===== src/rtl/mem_port_if.sv =====
// Bundle between the requesting channels, the arbiter and the downstream picorv32-style memory port.
interface mem_port_if #(
    parameter int unsigned CHANNELS = 2
);
    logic [CHANNELS-1:0]    ch_valid;
    logic [CHANNELS-1:0]    ch_instr;
    logic [32*CHANNELS-1:0] ch_addr;
    logic [32*CHANNELS-1:0] ch_wdata;
    logic [4*CHANNELS-1:0]  ch_wstrb;
    logic [CHANNELS-1:0]    ch_ready;
    logic [CHANNELS-1:0]    ch_err;
    logic [31:0]            ch_rdata;

    logic                   mem_valid;
    logic                   mem_instr;
    logic [31:0]            mem_addr;
    logic [31:0]            mem_wdata;
    logic [3:0]             mem_wstrb;
    logic                   mem_ready;
    logic [31:0]            mem_rdata;

    // Arbiter side: serves the channels, drives the memory port.
    modport slave (
        input  ch_valid, ch_instr, ch_addr, ch_wdata, ch_wstrb,
        output ch_ready, ch_err, ch_rdata,
        output mem_valid, mem_instr, mem_addr, mem_wdata, mem_wstrb,
        input  mem_ready, mem_rdata
    );

    // Environment side: channels plus the memory responder.
    modport master (
        output ch_valid, ch_instr, ch_addr, ch_wdata, ch_wstrb,
        input  ch_ready, ch_err, ch_rdata,
        input  mem_valid, mem_instr, mem_addr, mem_wdata, mem_wstrb,
        output mem_ready, mem_rdata
    );
endinterface


===== src/rtl/mem_port_arbiter.sv =====
// N-channel arbiter onto a single picorv32 native memory port, round-robin or fixed priority,
// with an optional bus-wait timeout that completes the transaction with an error pulse.
module mem_port_arbiter #(
    parameter int unsigned CHANNELS = 2,
    parameter int unsigned RR_MODE  = 1,
    parameter int unsigned TIMEOUT  = 0
) (
    input  logic     clk,
    input  logic     reset,
    mem_port_if.slave bus
);
    localparam int unsigned PW      = (CHANNELS > 1) ? $clog2(CHANNELS) : 1;
    localparam bit          TO_EN   = (TIMEOUT != 0);
    localparam logic [15:0] TO_LAST = TO_EN ? 16'(TIMEOUT - 1) : 16'd0;

    typedef enum logic [1:0] {
        IDLE = 2'd0,
        BUSY = 2'd1,
        DONE = 2'd2
    } state_t;

    state_t         state;
    logic [PW-1:0]  rr_ptr;
    logic [PW-1:0]  grant;
    logic [15:0]    wait_cnt;

    logic           any_c;
    logic [PW-1:0]  pick_c;
    logic [PW-1:0]  next_ptr_c;
    logic           pick_instr_c;
    logic [31:0]    pick_addr_c;
    logic [31:0]    pick_wdata_c;
    logic [3:0]     pick_wstrb_c;

    // Winner search: start at rr_ptr (always 0 in fixed-priority mode) and walk upward with wrap.
    always_comb begin
        int unsigned idx;
        int unsigned start;
        any_c        = 1'b0;
        pick_c       = '0;
        idx          = 0;
        start        = (RR_MODE != 0) ? 32'(rr_ptr) : 32'd0;
        pick_instr_c = 1'b0;
        pick_addr_c  = '0;
        pick_wdata_c = '0;
        pick_wstrb_c = '0;
        for (int unsigned off = 0; off < CHANNELS; off++) begin
            idx = start + off;
            if (idx >= CHANNELS) begin
                idx = idx - CHANNELS;
            end
            if (!any_c && bus.ch_valid[idx]) begin
                any_c  = 1'b1;
                pick_c = PW'(idx);
            end
        end
        for (int i = 0; i < int'(CHANNELS); i++) begin
            if (pick_c == PW'(i)) begin
                pick_instr_c = bus.ch_instr[i];
                pick_addr_c  = bus.ch_addr[32*i +: 32];
                pick_wdata_c = bus.ch_wdata[32*i +: 32];
                pick_wstrb_c = bus.ch_wstrb[4*i +: 4];
            end
        end
        next_ptr_c = (32'(pick_c) == CHANNELS - 1) ? '0 : PW'(32'(pick_c) + 32'd1);
    end

    // Transaction FSM; ch_ready/ch_err are single-cycle pulses valid only in DONE.
    always_ff @(posedge clk or posedge reset) begin
        if (reset) begin
            state         <= IDLE;
            rr_ptr        <= '0;
            grant         <= '0;
            wait_cnt      <= '0;
            bus.mem_valid <= 1'b0;
            bus.mem_instr <= 1'b0;
            bus.mem_addr  <= '0;
            bus.mem_wdata <= '0;
            bus.mem_wstrb <= '0;
            bus.ch_ready  <= '0;
            bus.ch_err    <= '0;
            bus.ch_rdata  <= '0;
        end else begin
            bus.ch_ready <= '0;
            bus.ch_err   <= '0;
            unique case (state)
                IDLE: begin
                    if (any_c) begin
                        grant         <= pick_c;
                        bus.mem_valid <= 1'b1;
                        bus.mem_instr <= pick_instr_c;
                        bus.mem_addr  <= pick_addr_c;
                        bus.mem_wdata <= pick_wdata_c;
                        bus.mem_wstrb <= pick_wstrb_c;
                        wait_cnt      <= '0;
                        if (RR_MODE != 0) begin
                            rr_ptr <= next_ptr_c;
                        end
                        state <= BUSY;
                    end
                end
                BUSY: begin
                    if (bus.mem_ready) begin
                        bus.mem_valid <= 1'b0;
                        bus.ch_rdata  <= bus.mem_rdata;
                        bus.ch_ready  <= CHANNELS'(1) << grant;
                        state         <= DONE;
                    end else if (TO_EN && (wait_cnt == TO_LAST)) begin
                        bus.mem_valid <= 1'b0;
                        bus.ch_rdata  <= '0;
                        bus.ch_ready  <= CHANNELS'(1) << grant;
                        bus.ch_err    <= CHANNELS'(1) << grant;
                        state         <= DONE;
                    end else if (TO_EN) begin
                        wait_cnt <= wait_cnt + 16'd1;
                    end
                end
                DONE: begin
                    state <= IDLE;
                end
                default: begin
                    state <= IDLE;
                end
            endcase
        end
    end
endmodule

===== src/flat_wrapper.sv =====
// flat-port wrapper written by rule: the top's interface ports become plain ports
module mem_port_arbiter_flat 
#(
    parameter int unsigned CHANNELS = 2,
    parameter int unsigned RR_MODE  = 1,
    parameter int unsigned TIMEOUT  = 0
)
  (clk, reset, bus_ch_valid, bus_ch_instr, bus_ch_addr, bus_ch_wdata, bus_ch_wstrb, bus_ch_ready, bus_ch_err, bus_ch_rdata, bus_mem_valid, bus_mem_instr, bus_mem_addr, bus_mem_wdata, bus_mem_wstrb, bus_mem_ready, bus_mem_rdata);
  mem_port_if #(.CHANNELS(CHANNELS)) bus_i ();
  input  logic clk;
  input  logic reset;
  input wire logic [$bits(bus_i.ch_valid)-1:0] bus_ch_valid;
  input wire logic [$bits(bus_i.ch_instr)-1:0] bus_ch_instr;
  input wire logic [$bits(bus_i.ch_addr)-1:0] bus_ch_addr;
  input wire logic [$bits(bus_i.ch_wdata)-1:0] bus_ch_wdata;
  input wire logic [$bits(bus_i.ch_wstrb)-1:0] bus_ch_wstrb;
  output wire logic [$bits(bus_i.ch_ready)-1:0] bus_ch_ready;
  output wire logic [$bits(bus_i.ch_err)-1:0] bus_ch_err;
  output wire logic [$bits(bus_i.ch_rdata)-1:0] bus_ch_rdata;
  output wire logic [$bits(bus_i.mem_valid)-1:0] bus_mem_valid;
  output wire logic [$bits(bus_i.mem_instr)-1:0] bus_mem_instr;
  output wire logic [$bits(bus_i.mem_addr)-1:0] bus_mem_addr;
  output wire logic [$bits(bus_i.mem_wdata)-1:0] bus_mem_wdata;
  output wire logic [$bits(bus_i.mem_wstrb)-1:0] bus_mem_wstrb;
  input wire logic [$bits(bus_i.mem_ready)-1:0] bus_mem_ready;
  input wire logic [$bits(bus_i.mem_rdata)-1:0] bus_mem_rdata;
  assign bus_i.ch_valid = bus_ch_valid;
  assign bus_i.ch_instr = bus_ch_instr;
  assign bus_i.ch_addr = bus_ch_addr;
  assign bus_i.ch_wdata = bus_ch_wdata;
  assign bus_i.ch_wstrb = bus_ch_wstrb;
  assign bus_ch_ready = bus_i.ch_ready;
  assign bus_ch_err = bus_i.ch_err;
  assign bus_ch_rdata = bus_i.ch_rdata;
  assign bus_mem_valid = bus_i.mem_valid;
  assign bus_mem_instr = bus_i.mem_instr;
  assign bus_mem_addr = bus_i.mem_addr;
  assign bus_mem_wdata = bus_i.mem_wdata;
  assign bus_mem_wstrb = bus_i.mem_wstrb;
  assign bus_i.mem_ready = bus_mem_ready;
  assign bus_i.mem_rdata = bus_mem_rdata;
  mem_port_arbiter #(.CHANNELS(CHANNELS), .RR_MODE(RR_MODE), .TIMEOUT(TIMEOUT)) u_core (.clk(clk), .reset(reset), .bus(bus_i));
endmodule

===== config.mk =====
export PLATFORM = sky130hd
export DESIGN_NAME = mem_port_arbiter_flat
export DESIGN_NICKNAME = d
export VERILOG_FILES = /design/src/rtl/mem_port_if.sv /design/src/rtl/mem_port_arbiter.sv /design/src/flat_wrapper.sv
export SDC_FILE = /design/constraint.sdc
export NUM_CORES = 1
export LEC_CHECK = 0
export CORE_UTILIZATION = 37
export CTS_CLUSTER_DIAMETER = 150
export DETAILED_ROUTE_END_ITERATION = 6
export PLACE_DENSITY = 0.8
export RECOVER_POWER = 25
export REMOVE_ABC_BUFFERS = 1
export SYNTH_ARGS = -nofsm -noshare
export SYNTH_HDL_FRONTEND = slang
export SYNTH_SLANG_ARGS = --single-unit

===== constraint.sdc =====
create_clock -name clk -period 4.2 [get_ports clk]
set_clock_uncertainty 0.2 [all_clocks]
set_input_delay 0.84 -clock clk [delete_from_list [all_inputs] [get_ports clk]]
set_output_delay 0.84 -clock clk [all_outputs]
set_load 0.02 [all_outputs]

==> results of run 1 <==
## metrics by stage
stage	instance area, um^2	util	cells
detailed placement	7428	0.6184	730
CTS	7787	0.6483	746
floorplan	4379	-	299
global route	7786	0.6482	746
global placement	7428	0.6184	730
finish	7786	0.6482	746
## per-layer routing
layer	wire [um]	global-route usage
met1	5281	0.2532
met2	6977	0.3856
met3	1293	0.06374
met4	567	0.1182
met5	0	0
## synth_stat cells
| cell | instances |
|---|---|
| and2_1 | 1 |
| buf_6 | 2 |
| and3_1 | 2 |
| conb_1 | 1 |
| a21o_1 | 2 |
| a221o_1 | 69 |
| nand3b_1 | 1 |
| or2_1 | 1 |
| buf_2 | 8 |
| nor2_1 | 3 |
| nand2_1 | 3 |
| buf_4 | 2 |
| inv_1 | 2 |
| dfrtp_1 | 108 |
| mux2_2 | 32 |
| o21a_1 | 69 |
| o21ai_0 | 2 |
| clkbuf_1 | 24 |
| nand2b_1 | 2 |
## cell type report
cell class	count	share of cell area
Clock inverter	5	0.01366
Timing Repair Buffer	284	0.3664
Inverter	2	0.001125
Sequential cell	108	0.3471
Tap cell	147	0.02362
Clock buffer	11	0.03246
Multi-Input combinational cell	189	0.2157
## cells by family (layout without fill, tap and decap cells)
logic type      Yosys count  in the layout  synth area share
buf+inv                  38            302           0.03856
simple gates             13             13           0.01487
other cells               1              2         0.0008254
mux                      32             32           0.07932
flops                   108            108            0.5949
compound gates          142            142            0.2715
## placed cells by master, fill, tap and decap left out, types with 2 or more instances in the layout
cell             count
a21o_1               2
a221o_1             69
and3_2               2
buf_12               2
buf_4                4
bufinv_16            3
clkbuf_16            9
clkbuf_8             2
clkdlybuf4s50_1    277
conb_1               2
dfrtp_1            108
mux2_2              32
nand2_1              3
nand2b_1             2
nor2_1               2
o21a_1              69
o21ai_0              2
## worst reg2reg max path: stages (launching register included)
cell     delay (ns)
dfrtp_1        0.40
nor2_1         0.16
and3_2         0.59
buf_4          0.52
a221o_1        0.29
## registers in the layout, indices dropped and copies added (netlist names)
name / cells
u_core.bus.mem_instr: 1
u_core.state: 2
u_core.bus.ch_ready: 2
u_core.bus.mem_wstrb: 4
u_core.bus.ch_rdata: 32
u_core.bus.mem_valid: 1
u_core.rr_ptr: 1
u_core.bus.mem_addr: 32
u_core.grant: 1
u_core.bus.mem_wdata: 32
## how the worst max path moves through the flow
| stage | cells after the start | slack, ns | from | end |
|---|---|---|---|---|
| 3_3_place_gp | 4 | 1.22 | bus_ch_valid[1] | u_core.bus.mem_wdata[3] |
| 5_1_grt | 4 | 1.38 | bus_ch_valid[1] | u_core.bus.mem_wdata[11] |
| 4_1_cts | 4 | 1.49 | bus_ch_valid[0] | u_core.bus.mem_wdata[11] |
| 6_report | 5 | 1.48 | bus_ch_valid[0] | u_core.bus.mem_wdata[11] |
| 2_1_floorplan | 1 | 0.31 | reset | u_core.bus.ch_rdata[0] |
| 3_5_place_dp | 4 | 1.13 | bus_ch_valid[0] | u_core.bus.mem_wdata[11] |
## power by group through the flow
stage          sequential [mW]  clock, mW  combinational (mW)
2_1_floorplan             2.41          0                1.02
3_3_place_gp              1.83          0                3.00
3_5_place_dp              1.85          0                3.07
4_1_cts                   1.84       1.02                3.07
5_1_grt                   1.90       1.06                3.23
6_report                  1.84      0.993                3.05
==> impl_metrics.toml, run 1 <==
[pwr]
clock_power_share = 0.169
power.density_nw_per_um2 = 755.6
netSwitchingFraction = 0.3571
combinationalPowerShare = 0.518
intPower_mw = 3.782
seqPwrFrac = 0.313
p_switching_mw = 2.101
peakVddDrop_uv = 354.1
power.leakage_nw = 3.200
finalPower_mw = 5.883

[placed_design]
dp_slack_ns = 1.130
io_buffers = 278
gp_congestion = 0.7882
dp_hpwl_mm = 10.14

[clock_network]
clkSinkCount = 108
post_cts_resized = 0
clockBufferDepth = 2
root_buffer = "clkbuf_16"
clkTransAtPathRegs_ns = 0.07
cts_tree = "built"
cts_buffers = 9
cts_hold_buf = 0
cts.htree.levels = 3
post_cts_buffers = 0
clkLatencyLatePin_ns = 0.34

[grt]
grt_max_degree = 109
grt_overflow = 0
track_usage = 0.2241
grt_pass1_wl_mm = 21.89
first_global_vias = 4237
antenna_found_initial = 0

[sta]
finalHoldViolations = 0
post-route-min-period_ns = 2.725
whs_ns = 0.2673
fin_crit_sh = 0.6488
relSlewSlack = 0.4870
tns_ns = 0
slew_viol_final = 0
setup_slack_ns = 1.475
fmax_mhz = 367.0
tightestPinTransition_ns = 0.7695
rsz0062_at_grt = "no"
setup_viol_count_final = 0

[floorplanning]
initial_core_util = 0.3782
coreArea_um2 = 12010
boundaryPins = 281
rows = 40
die_area_um2 = 12730
die_w_um = 112.8
die-height_um = 112.8

[setup_path]
arrival_ns = 2.80
worst_setup_path_start_kind = "input port"
crit_buf_inv = 2
path_delay_family = "buffers and inverters"
slowest_delay_ns = 0.56
crit_chain = "clkdlybuf4s50_1 -> nand2b_1 -> and3_2 -> buf_4 -> a221o_1"
worstSetupEndpointType = "flop"
rr_endpoint = "u_core.bus.mem_wdata[11]"
crit_fanout = 42
r2r_start = "u_core.state[0]"
cp.required_ns = 4.27
reg2reg_slack_ns = 1.97
cp_slowest_cell = "and3_2"
reg2reg_depth = 4
critical_path_class = "in -> reg"

[layout]
multi_input_area_um2 = 1679
fillers = 914
drive_above_1_share = 0.09850
regArea_um2 = 2703
syn_to_final_growth_pct = 71.39
nNetsFinal = 769
antenna_cells = 0

[synth]
synthTopCellsByArea = "dfrtp_1 59%, a221o_1 15%, o21a_1 11%"
seq_area_frac_synth = 0.5949
synth_cell_type_count = 19
yosys.area.top_type = "dfrtp_1"
synth-seq-cells = 108
syn_area_um2 = 4543
synth.top_cell.area_share = 0.5949
synth_cells = 334
ys.warnings.count = 0
synth.avg_cell_area_um2 = 13.60

[hold_path]
min_to = "u_core.bus.ch_ready[0]"
holdPathStages = 1
hp-start = "u_core.grant"
min_path_type = "reg -> reg"

[drt]
drtPass1Iterations = 4
drt_iter0_drc = 178
routed_via_density = 5.437
routedWlPerCell_um = 18.93
detail-route-antenna-nets = 0
vias = 4056
wl_mm = 14.12
drc = 0

[run]
max_cap_viol_count = 0

[run_status]
status = "completed"
Note: power is estimated with default switching activity, not from simulation.
==> run 2, diff against run 1 <==
Settings changed: CORE_UTILIZATION 37 to 34, PLACE_DENSITY 0.8 to 0.78.
Clock period 4.2 ns to 2.5 ns, I/O delays scaled along.
==> impl_metrics.toml, run 2 (same netlist as run 1, synthesis figures left out) <==
[run_status]
status = "completed"

[layout]
instances_no_fill = 772
final_common_cell = "clkdlybuf4s50_1"
drive_above_1_share = 0.09667
fillers = 1035
multi_input_area_um2 = 1679
antenna_cells = 0
final_cell_mix = "277 x clkdlybuf4s50_1, 108 x dfrtp_1, 69 x o21a_1, 69 x a221o_1, 32 x mux2_2"
reg_top3 = "u_core.bus.ch_rdata (32), u_core.bus.mem_addr (32), u_core.bus.mem_wdata (32)"
regArea_um2 = 2703
syn_to_final_growth_pct = 71.50
nNetsFinal = 772

[pwr]
finalPower_mw = 9.639
power.density_nw_per_um2 = 1237
peakVddDrop_uv = 525.3
power.leakage_nw = 3.191

[setup_path]
crit_path_start = "bus_ch_valid[0]"
slowest_delay_ns = 0.61
rr_endpoint = "u_core.bus.mem_addr[21]"
path_delay_family = "buffers and inverters"
worst_setup_path_start_kind = "input port"
crit_chain = "clkdlybuf4s50_1 -> nor2_4 -> buf_12 -> o21a_1 -> a221o_1"
critical_path_class = "in -> reg"
worstSetupEndpointType = "flop"
reg2reg_slack_ns = 0.67
crit_fanout = 43
arrival_ns = 2.23
r2r_start = "u_core.state[0]"
reg2reg_depth = 4
cp.required_ns = 2.57
cp_slowest_cell = "nor2_4"
crit_buf_inv = 2

[hold_path]
min_to = "u_core.bus.ch_ready[0]"
holdPathStages = 1
min_path_type = "reg -> reg"
hp-start = "u_core.grant"

[placed_design]
gp_congestion = 0.8038
io_buffers = 278
dp_slack_ns = 0.01335
dp_hpwl_mm = 10.41
placed_cells = 758

[drt]
drt_iter0_drc = 192
detail-route-antenna-nets = 0
drc = 0
wl_mm = 14.19
drtPass1Iterations = 4
vias = 3961
routed_via_density = 5.131
routedWlPerCell_um = 18.38

[sta]
fmax_mhz = 461.6
post-route-min-period_ns = 2.166
relSlewSlack = 0.5137
setup_viol_count_final = 0
setup_slack_ns = 0.3337
rsz0062_at_grt = "no"
slew_viol_final = 0
finalHoldViolations = 0
fin_crit_sh = 0.8665
tightestPinTransition_ns = 0.7277
whs_ns = 0.2434

[grt]
grt_pass1_wl_mm = 22.47
first_global_vias = 4283
grt_max_degree = 109
antenna_found_initial = 0
grt_overflow = 0
track_usage = 0.2068

[run]
max_cap_viol_count = 0

[clock_network]
clockBufferDepth = 2
post_cts_resized = 0
post_cts_buffers = 0
clkTransAtPathRegs_ns = 0.06
clkSinkCount = 108
cts.htree.levels = 3
cts_hold_buf = 0
clkLatencyLatePin_ns = 0.33
root_buffer = "clkbuf_16"
cts_buffers = 9
cts_tree = "built"

[floorplanning]
rows = 41
coreArea_um2 = 12820
boundaryPins = 281
die_area_um2 = 13830
die_w_um = 117.6
initial_core_util = 0.3542
die-height_um = 117.6
-- run 2: changes by cell type in the layout (fill, tap and decap cells not counted), moves of 2 or more --
cell	previous run	this run
clkbuf_8	2	0
clkbuf_1	0	2
buf_12	2	5
bufinv_16	3	1
clkinv_2	0	2
-- run 2: cell type report --
type,instances,area share
well taps,172,0.02762
inverters,2,0.001124
clock inverters,3,0.005139
repair buffers,287,0.3739
flip-flops and latches,108,0.3469
clock buffers,11,0.02987
multi-input cells,189,0.2155
-- run 2: how the worst max path moves through the flow --
stage / endpoint / slack [ns] / cells past startpoint
global route: u_core.bus.mem_addr[3] / 0.26 / 5
floorplan: u_core.bus.ch_rdata[0] / -1.05 / 1
global placement: u_core.bus.mem_wdata[27] / 0.09 / 5
finish: u_core.bus.mem_addr[3] / 0.33 / 5
detailed placement: u_core.bus.mem_wdata[20] / 0.01 / 5
CTS: u_core.bus.mem_wdata[20] / 0.36 / 5
-- run 2: through the flow --
stage          cell area [um^2]  TNS [ns]    util
2_1_floorplan              4379   -165.84       -
3_3_place_gp               7520         0  0.5863
3_5_place_dp               7520         0  0.5863
4_1_cts                    7792         0  0.6076
5_1_grt                    7791         0  0.6075
6_report                   7791         0  0.6075
-- run 2: power by group --
group	internal, mW	switching [mW]	total (mW)	leakage, nW
Sequential	2.60	0.473	3.08	1.32
Clock	0.763	0.587	1.35	0.135
Combinational	2.77	2.44	5.21	1.74
-- run 2: layer usage --
metal	GRT usage	up-vias	wire (um)
li1	-	1814	-
met1	0.2339	1928	5596
met2	0.3735	200	7186
met3	0.05281	19	1115
met4	0.07612	0	289
met5	0	-	0
